`config.mk`:
```
export PLATFORM = sky130hd
export DESIGN_NAME = ring_decoder
export DESIGN_NICKNAME = d
export VERILOG_FILES = /design/src/rtl/ring_decoder.sv
export SDC_FILE = /design/constraint.sdc
export NUM_CORES = 1
export LEC_CHECK = 0
export CAP_MARGIN = 30
export CORE_UTILIZATION = 31
export CTS_BUF_LIST = sky130_fd_sc_hd__clkbuf_8
export CTS_CLUSTER_SIZE = 8
export DETAILED_ROUTE_END_ITERATION = 6
export PLACE_DENSITY = 0.62
export SLEW_MARGIN = 20
export SYNTH_ARGS = -nofsm -noshare
export SYNTH_HDL_FRONTEND = slang
export SYNTH_SLANG_ARGS = --single-unit
export TNS_END_PERCENT = 50
```
`constraint.sdc`:
```
create_clock -name clk -period 2 [get_ports clk]
set_clock_uncertainty 0.05 [all_clocks]
set_input_delay 0.4 -clock clk [delete_from_list [all_inputs] [get_ports clk]]
set_output_delay 0.4 -clock clk [all_outputs]
set_load 0.01 [all_outputs]
```
`src/rtl/ring_decoder.sv`:
```
// ring_decoder
//
// Receive-side companion to a rotate-left one-hot ring counter. Decodes each
// valid one-hot sample to its bit index. Locks onto a legal rotation stream
// after LOCK_CNT consecutive good samples. Flags illegal (non-one-hot) codes
// and sequence breaks while locked.
//
// Optional feature: define RING_DEC_WRAP_CNT_EN to add the wrap_cnt port and
// its revolution counter.
//
// Parameters:
//   WIDTH     ring length in bits (2..16)
//   LOCK_CNT  consecutive good samples needed to lock, counting the first (2..15)
//   CNT_W     revolution counter width
//
// Ports:
//   clk          rising-edge clock
//   rst          synchronous active-high reset; overrides all other inputs
//   ring_in      ring-counter sample
//   ring_valid   ring_in is meaningful this cycle
//   idx          bit position of the last valid one-hot sample
//   idx_valid    idx was updated from a valid one-hot sample this cycle
//   locked       decoder is tracking a legal stream
//   err_illegal  one-cycle pulse: valid sample was not one-hot (while locked)
//   err_seq      one-cycle pulse: valid one-hot sample was not the successor (while locked)
//   wrap_cnt     full-revolution count (RING_DEC_WRAP_CNT_EN only)
//
// All outputs are registered; a sample taken at edge N shows after edge N.

module ring_decoder #(
    parameter int unsigned WIDTH    = 4,
    parameter int unsigned LOCK_CNT = 2,
    parameter int unsigned CNT_W    = 8
) (
    input  logic                       clk,
    input  logic                       rst,
    input  logic [WIDTH-1:0]           ring_in,
    input  logic                       ring_valid,
    output logic [$clog2(WIDTH)-1:0]   idx,
    output logic                       idx_valid,
    output logic                       locked,
    output logic                       err_illegal,
`ifdef RING_DEC_WRAP_CNT_EN
    output logic                       err_seq,
    output logic [CNT_W-1:0]           wrap_cnt
`else
    output logic                       err_seq
`endif
);

    localparam int unsigned IDX_W = $clog2(WIDTH);
    localparam logic [WIDTH-1:0] ONE = WIDTH'(1);

    typedef enum logic [0:0] {StHunt, StTrack} state_e;

    state_e             state_q, state_d;
    logic [WIDTH-1:0]   prev_q, prev_d;
    logic [3:0]         good_cnt_q, good_cnt_d;
    logic [IDX_W-1:0]   idx_q, idx_d;
    logic               idx_valid_q, idx_valid_d;
    logic               err_illegal_q, err_illegal_d;
    logic               err_seq_q, err_seq_d;

    logic               is_onehot;
    logic               is_succ;
    logic [IDX_W-1:0]   enc;
    logic               wrap_inc;

    // Power-of-two test: exactly one bit set.
    assign is_onehot = (ring_in != '0) && ((ring_in & (ring_in - ONE)) == '0);

    // prev of all-zero (after reset) rotates to zero, so nothing matches it.
    assign is_succ = (ring_in == {prev_q[WIDTH-2:0], prev_q[WIDTH-1]});

    always_comb begin
        enc = '0;
        for (int i = 0; i < int'(WIDTH); i++) begin
            if (ring_in[i]) begin
                enc = IDX_W'(i);
            end
        end
    end

    always_comb begin
        state_d       = state_q;
        prev_d        = prev_q;
        good_cnt_d    = good_cnt_q;
        idx_d         = idx_q;
        idx_valid_d   = 1'b0;
        err_illegal_d = 1'b0;
        err_seq_d     = 1'b0;
        wrap_inc      = 1'b0;

        if (ring_valid) begin
            if (is_onehot) begin
                idx_d       = enc;
                idx_valid_d = 1'b1;
                prev_d      = ring_in;
            end

            unique case (state_q)
                StHunt: begin
                    if (!is_onehot) begin
                        good_cnt_d = 4'd0;
                    end else if (is_succ && (good_cnt_q != 4'd0)) begin
                        good_cnt_d = good_cnt_q + 4'd1;
                        if (good_cnt_d == 4'(LOCK_CNT)) begin
                            state_d = StTrack;
                        end
                    end else begin
                        good_cnt_d = 4'd1;
                    end
                end
                StTrack: begin
                    if (!is_onehot) begin
                        err_illegal_d = 1'b1;
                        state_d       = StHunt;
                        good_cnt_d    = 4'd0;
                    end else if (!is_succ) begin
                        // The offending sample starts a fresh run of one.
                        err_seq_d  = 1'b1;
                        state_d    = StHunt;
                        good_cnt_d = 4'd1;
                    end else begin
                        wrap_inc = prev_q[WIDTH-1];
                    end
                end
                default: state_d = StHunt;
            endcase
        end
    end

    always_ff @(posedge clk) begin
        if (rst) begin
            state_q       <= StHunt;
            prev_q        <= '0;
            good_cnt_q    <= 4'd0;
            idx_q         <= '0;
            idx_valid_q   <= 1'b0;
            err_illegal_q <= 1'b0;
            err_seq_q     <= 1'b0;
        end else begin
            state_q       <= state_d;
            prev_q        <= prev_d;
            good_cnt_q    <= good_cnt_d;
            idx_q         <= idx_d;
            idx_valid_q   <= idx_valid_d;
            err_illegal_q <= err_illegal_d;
            err_seq_q     <= err_seq_d;
        end
    end

    assign idx         = idx_q;
    assign idx_valid   = idx_valid_q;
    assign locked      = (state_q == StTrack);
    assign err_illegal = err_illegal_q;
    assign err_seq     = err_seq_q;

`ifdef RING_DEC_WRAP_CNT_EN
    logic [CNT_W-1:0] wrap_cnt_q;

    always_ff @(posedge clk) begin
        if (rst) begin
            wrap_cnt_q <= '0;
        end else if (wrap_inc) begin
            wrap_cnt_q <= wrap_cnt_q + CNT_W'(1);
        end
    end

    assign wrap_cnt = wrap_cnt_q;
`else
    logic unused_wrap;
    assign unused_wrap = wrap_inc;
`endif

endmodule

```
==> flow_metrics.py <==
metrics = {
    "outcome": {
        "outcome": "finished clean",
    },
    "die": {
        "fp.dieW_um": 54.2,
        "dieArea_um2": 2930,
        "std_cell_rows": 18,
        "num_io_pins": 13,
        "start_util_pct": 33.4,
        "dieHeight_um": 54.2,
        "core_um2": 2520,
    },
    "critical_path": {
        "r2r_cells": 5,
        "cp_slowest_stage_delay_ns": 0.32,
        "crit_arrival_ns": 1.97,
        "path_delay_family": "buffers and inverters",
        "r2r_start": "locked",
        "worstSetupEndpoint": "good_cnt_q[2]",
        "r2r_end": "good_cnt_q[2]",
        "path_class": "in2reg",
        "cp-end-kind": "flop",
        "path_max_fanout": 4,
        "worstSetupStartpointType": "primary input",
        "critPathSlowestCell": "nor4b_4",
        "worstPathCellList": "dlygate4sd2_1 > buf_4 > xnor2_1 > nand4_4 > nor4b_4 > buf_4 > nand2_1 > o21ai_1",
        "path_buf_inv": 3,
        "crit_top_cell": "buf_4",
        "critPathLaunch": "ring_in[0]",
        "path_depth": 8,
        "r2r_slack_ns": 0.38,
        "cp.required_ns": 2.11,
    },
    "global_route": {
        "grt-ovfl-total": 0,
        "grt_max_degree": 14,
        "grt_usage_pct": 14.2,
        "grt_pass1_wl_um": 2970,
        "grt_pass1_vias": 704,
        "antenna_found_initial": 0,
    },
    "sta": {
        "setup_viol": 0,
        "max_freq_mhz": 540,
        "max_slew_margin_pct": 77.0,
        "fin_tns_setup_ns": 0,
        "final.period_utilization_pct": 92.6,
        "hold_viol_final": 0,
        "worst_pin_slew_ns": 0.344,
        "min_period_ns": 1.85,
        "drv_slew": 0,
        "grt_setup_unrepaired": "false",
    },
    "final_layout": {
        "layout_common_cells": "buf_4 (15), dfxtp_1 (14), nor2_1 (8), clkdlybuf4s50_1 (8), nand2_1 (7)",
        "nets": 122,
        "final_core_util_pct": 44.7,
        "drive_above_1_share_pct": 28.2,
        "diodes": 0,
        "final_common_cell": "buf_4",
        "area_growth_pct": 33.8,
        "fillers": 237,
    },
    "clocking": {
        "cts_setup_buffers": 0,
        "tritoncts": "yes",
        "cts.repair.resized": 8,
        "insertion_delay_ns": 0.25,
        "post_cts_hold_buffer_count": 0,
        "numCtsBuffers": 3,
        "root_buffer": "clkbuf_8",
        "clk_pin_slew_ns": 0.06,
        "clkSinkCount": 14,
        "cts_buffer_depth": 2,
        "h-tree-depth": 1,
    },
    "run": {
        "cap_violations": 0,
    },
    "synthesis": {
        "synth_warnings": 0,
        "ys_types": 35,
        "yosysSeqAreaShare_pct": 33.2,
        "synth-seq-cells": 14,
        "synthCells": 85,
        "synth_nets": 95,
        "synth_area_um2": 843,
        "synth.avg_cell_area_um2": 9.92,
    },
    "power_and_ir_drop": {
        "powerDensity_nw_per_um2": 578,
        "switchingPower_mw": 0.168,
        "internal-power_mw": 0.484,
        "power_frac_seq_pct": 45.0,
        "power.leakage_nw": 0.458,
        "p_clk_share_pct": 36.3,
        "vdd.ir_drop.worst_mv": 0.368,
        "combPwrFrac_pct": 18.7,
        "swShare_pct": 25.8,
    },
    "drt": {
        "wl_um": 1700,
        "drc": 0,
        "ant_nets": 0,
        "num_vias": 712,
        "via_per_inst": 5.09,
        "drt_iter0_drc": 18,
        "wl_per_cell_um": 12.1,
        "first_pass_iters": 4,
    },
    "placed_design": {
        "placement.io_buffers": 12,
        "dp_hpwl_um": 1300,
        "gp_congestion": 0.760,
    },
    "worst_hold_path": {
        "hold_class": "reg2reg",
    },
}
synth_stat cells:
| library cell | number | area (um2) |
|---|---|---|
| nand2_1 | 7 | 26.3 |
| buf_8 | 1 | 15.0 |
| and4b_2 | 1 | 11.3 |
| nor4b_4 | 2 | 47.6 |
| nor3_1 | 4 | 20.0 |
| a31oi_1 | 2 | 12.5 |
| mux2i_1 | 3 | 30.0 |
| nand4_4 | 1 | 21.3 |
| o31ai_1 | 1 | 7.51 |
| nor4_1 | 1 | 6.26 |
| clkbuf_1 | 1 | 3.75 |
| nand3_1 | 1 | 5.00 |
| dfxtp_1 | 14 | 280 |
| inv_1 | 2 | 7.51 |
| nor4b_2 | 1 | 15.0 |
| a221o_1 | 1 | 10.0 |
| or3b_1 | 1 | 8.76 |
| nor4b_1 | 1 | 8.76 |
| xor2_1 | 2 | 17.5 |
| o21a_1 | 1 | 7.51 |
| buf_6 | 3 | 33.8 |
| nor2b_1 | 2 | 12.5 |
| a211oi_4 | 1 | 20.0 |
| ha_1 | 3 | 37.5 |
| and3_1 | 2 | 12.5 |
| xnor2_1 | 4 | 35.0 |
| nor2_1 | 8 | 30.0 |
| a21oi_1 | 2 | 10.0 |
| nor2_2 | 1 | 6.26 |
| o21ai_0 | 4 | 20.0 |
| o22ai_1 | 1 | 6.26 |
| o32ai_2 | 1 | 16.3 |
| a22o_1 | 1 | 8.76 |
| nor3_2 | 2 | 20.0 |
| nand2b_1 | 2 | 12.5 |
power by group through the flow:
stage	sequential, mW	combinational [mW]	clock, mW
2_1_floorplan	0.299	0.0730	0
3_3_place_gp	0.298	0.117	0
3_5_place_dp	0.299	0.119	0
4_1_cts	0.293	0.123	0.243
5_1_grt	0.294	0.132	0.253
6_report	0.293	0.122	0.237
metal layers:
layer | global-route usage [%] | part of all wire [%] | vias up
met5 | 0 | 0 | -
li1 | - | - | 352
met1 | 17.3 | 44 | 336
met3 | 1.98 | 3.3 | 4
met4 | 10.3 | 3.0 | 0
met2 | 22.4 | 50 | 20
flip-flops by register name, indices dropped and copies added (netlist names):
register,cells
good_cnt_q,4
prev_q,4
idx,2
err_illegal,1
err_seq,1
idx_valid,1
locked,1
layout make-up:
cell class,count,area (um2),area share (%)
Multi-Input combinational cell,64,534,47.3
Sequential cell,14,280,24.8
Timing Repair Buffer,27,228,20.2
Clock buffer,3,41.3,3.66
Tap cell,30,37.5,3.33
Inverter,2,7.51,0.665
cell families (layout without fill, tap and decap cells):
kind of cell	after synthesis	count (layout)	synth area share [%]
compound gates	15	15	14.1
simple gates	37	37	31.3
mux	3	3	3.56
xor+xnor	6	6	6.23
buf+inv	7	32	7.12
fa+ha+maj	3	3	4.45
flops	14	14	33.2
tightest hold or removal path, delay by kind of cell, from the launching register on:
kind	cells	cell delay, ns
compound gates	2	0.14
flops	1	0.33
through the flow:
step / area [um2] / power (mW) / worst slack (ns) / std cells / hold WS, ns
after global routing: 1130 / 0.680 / 0.0453 / 140 / 0.494
after CTS: 1130 / 0.660 / 0.116 / 140 / 0.468
after global placement: 1060 / 0.415 / -0.255 / 137 / 0.447
after floorplan: 843 / 0.372 / 0.288 / 85 / 0.426
final: 1130 / 0.652 / 0.147 / 140 / 0.469
after detailed placement: 1060 / 0.418 / -0.394 / 137 / 0.460
how the worst min path moves through the flow:
stage | startpoint | end | cells past startpoint
final | prev_q[3] | prev_q[3] | 2
after global placement | prev_q[3] | prev_q[3] | 2
after detailed placement | prev_q[3] | prev_q[3] | 2
after global routing | prev_q[3] | prev_q[3] | 2
after CTS | prev_q[3] | prev_q[3] | 2
after floorplan | prev_q[3] | prev_q[3] | 2
(Power assumes the default switching activity.)
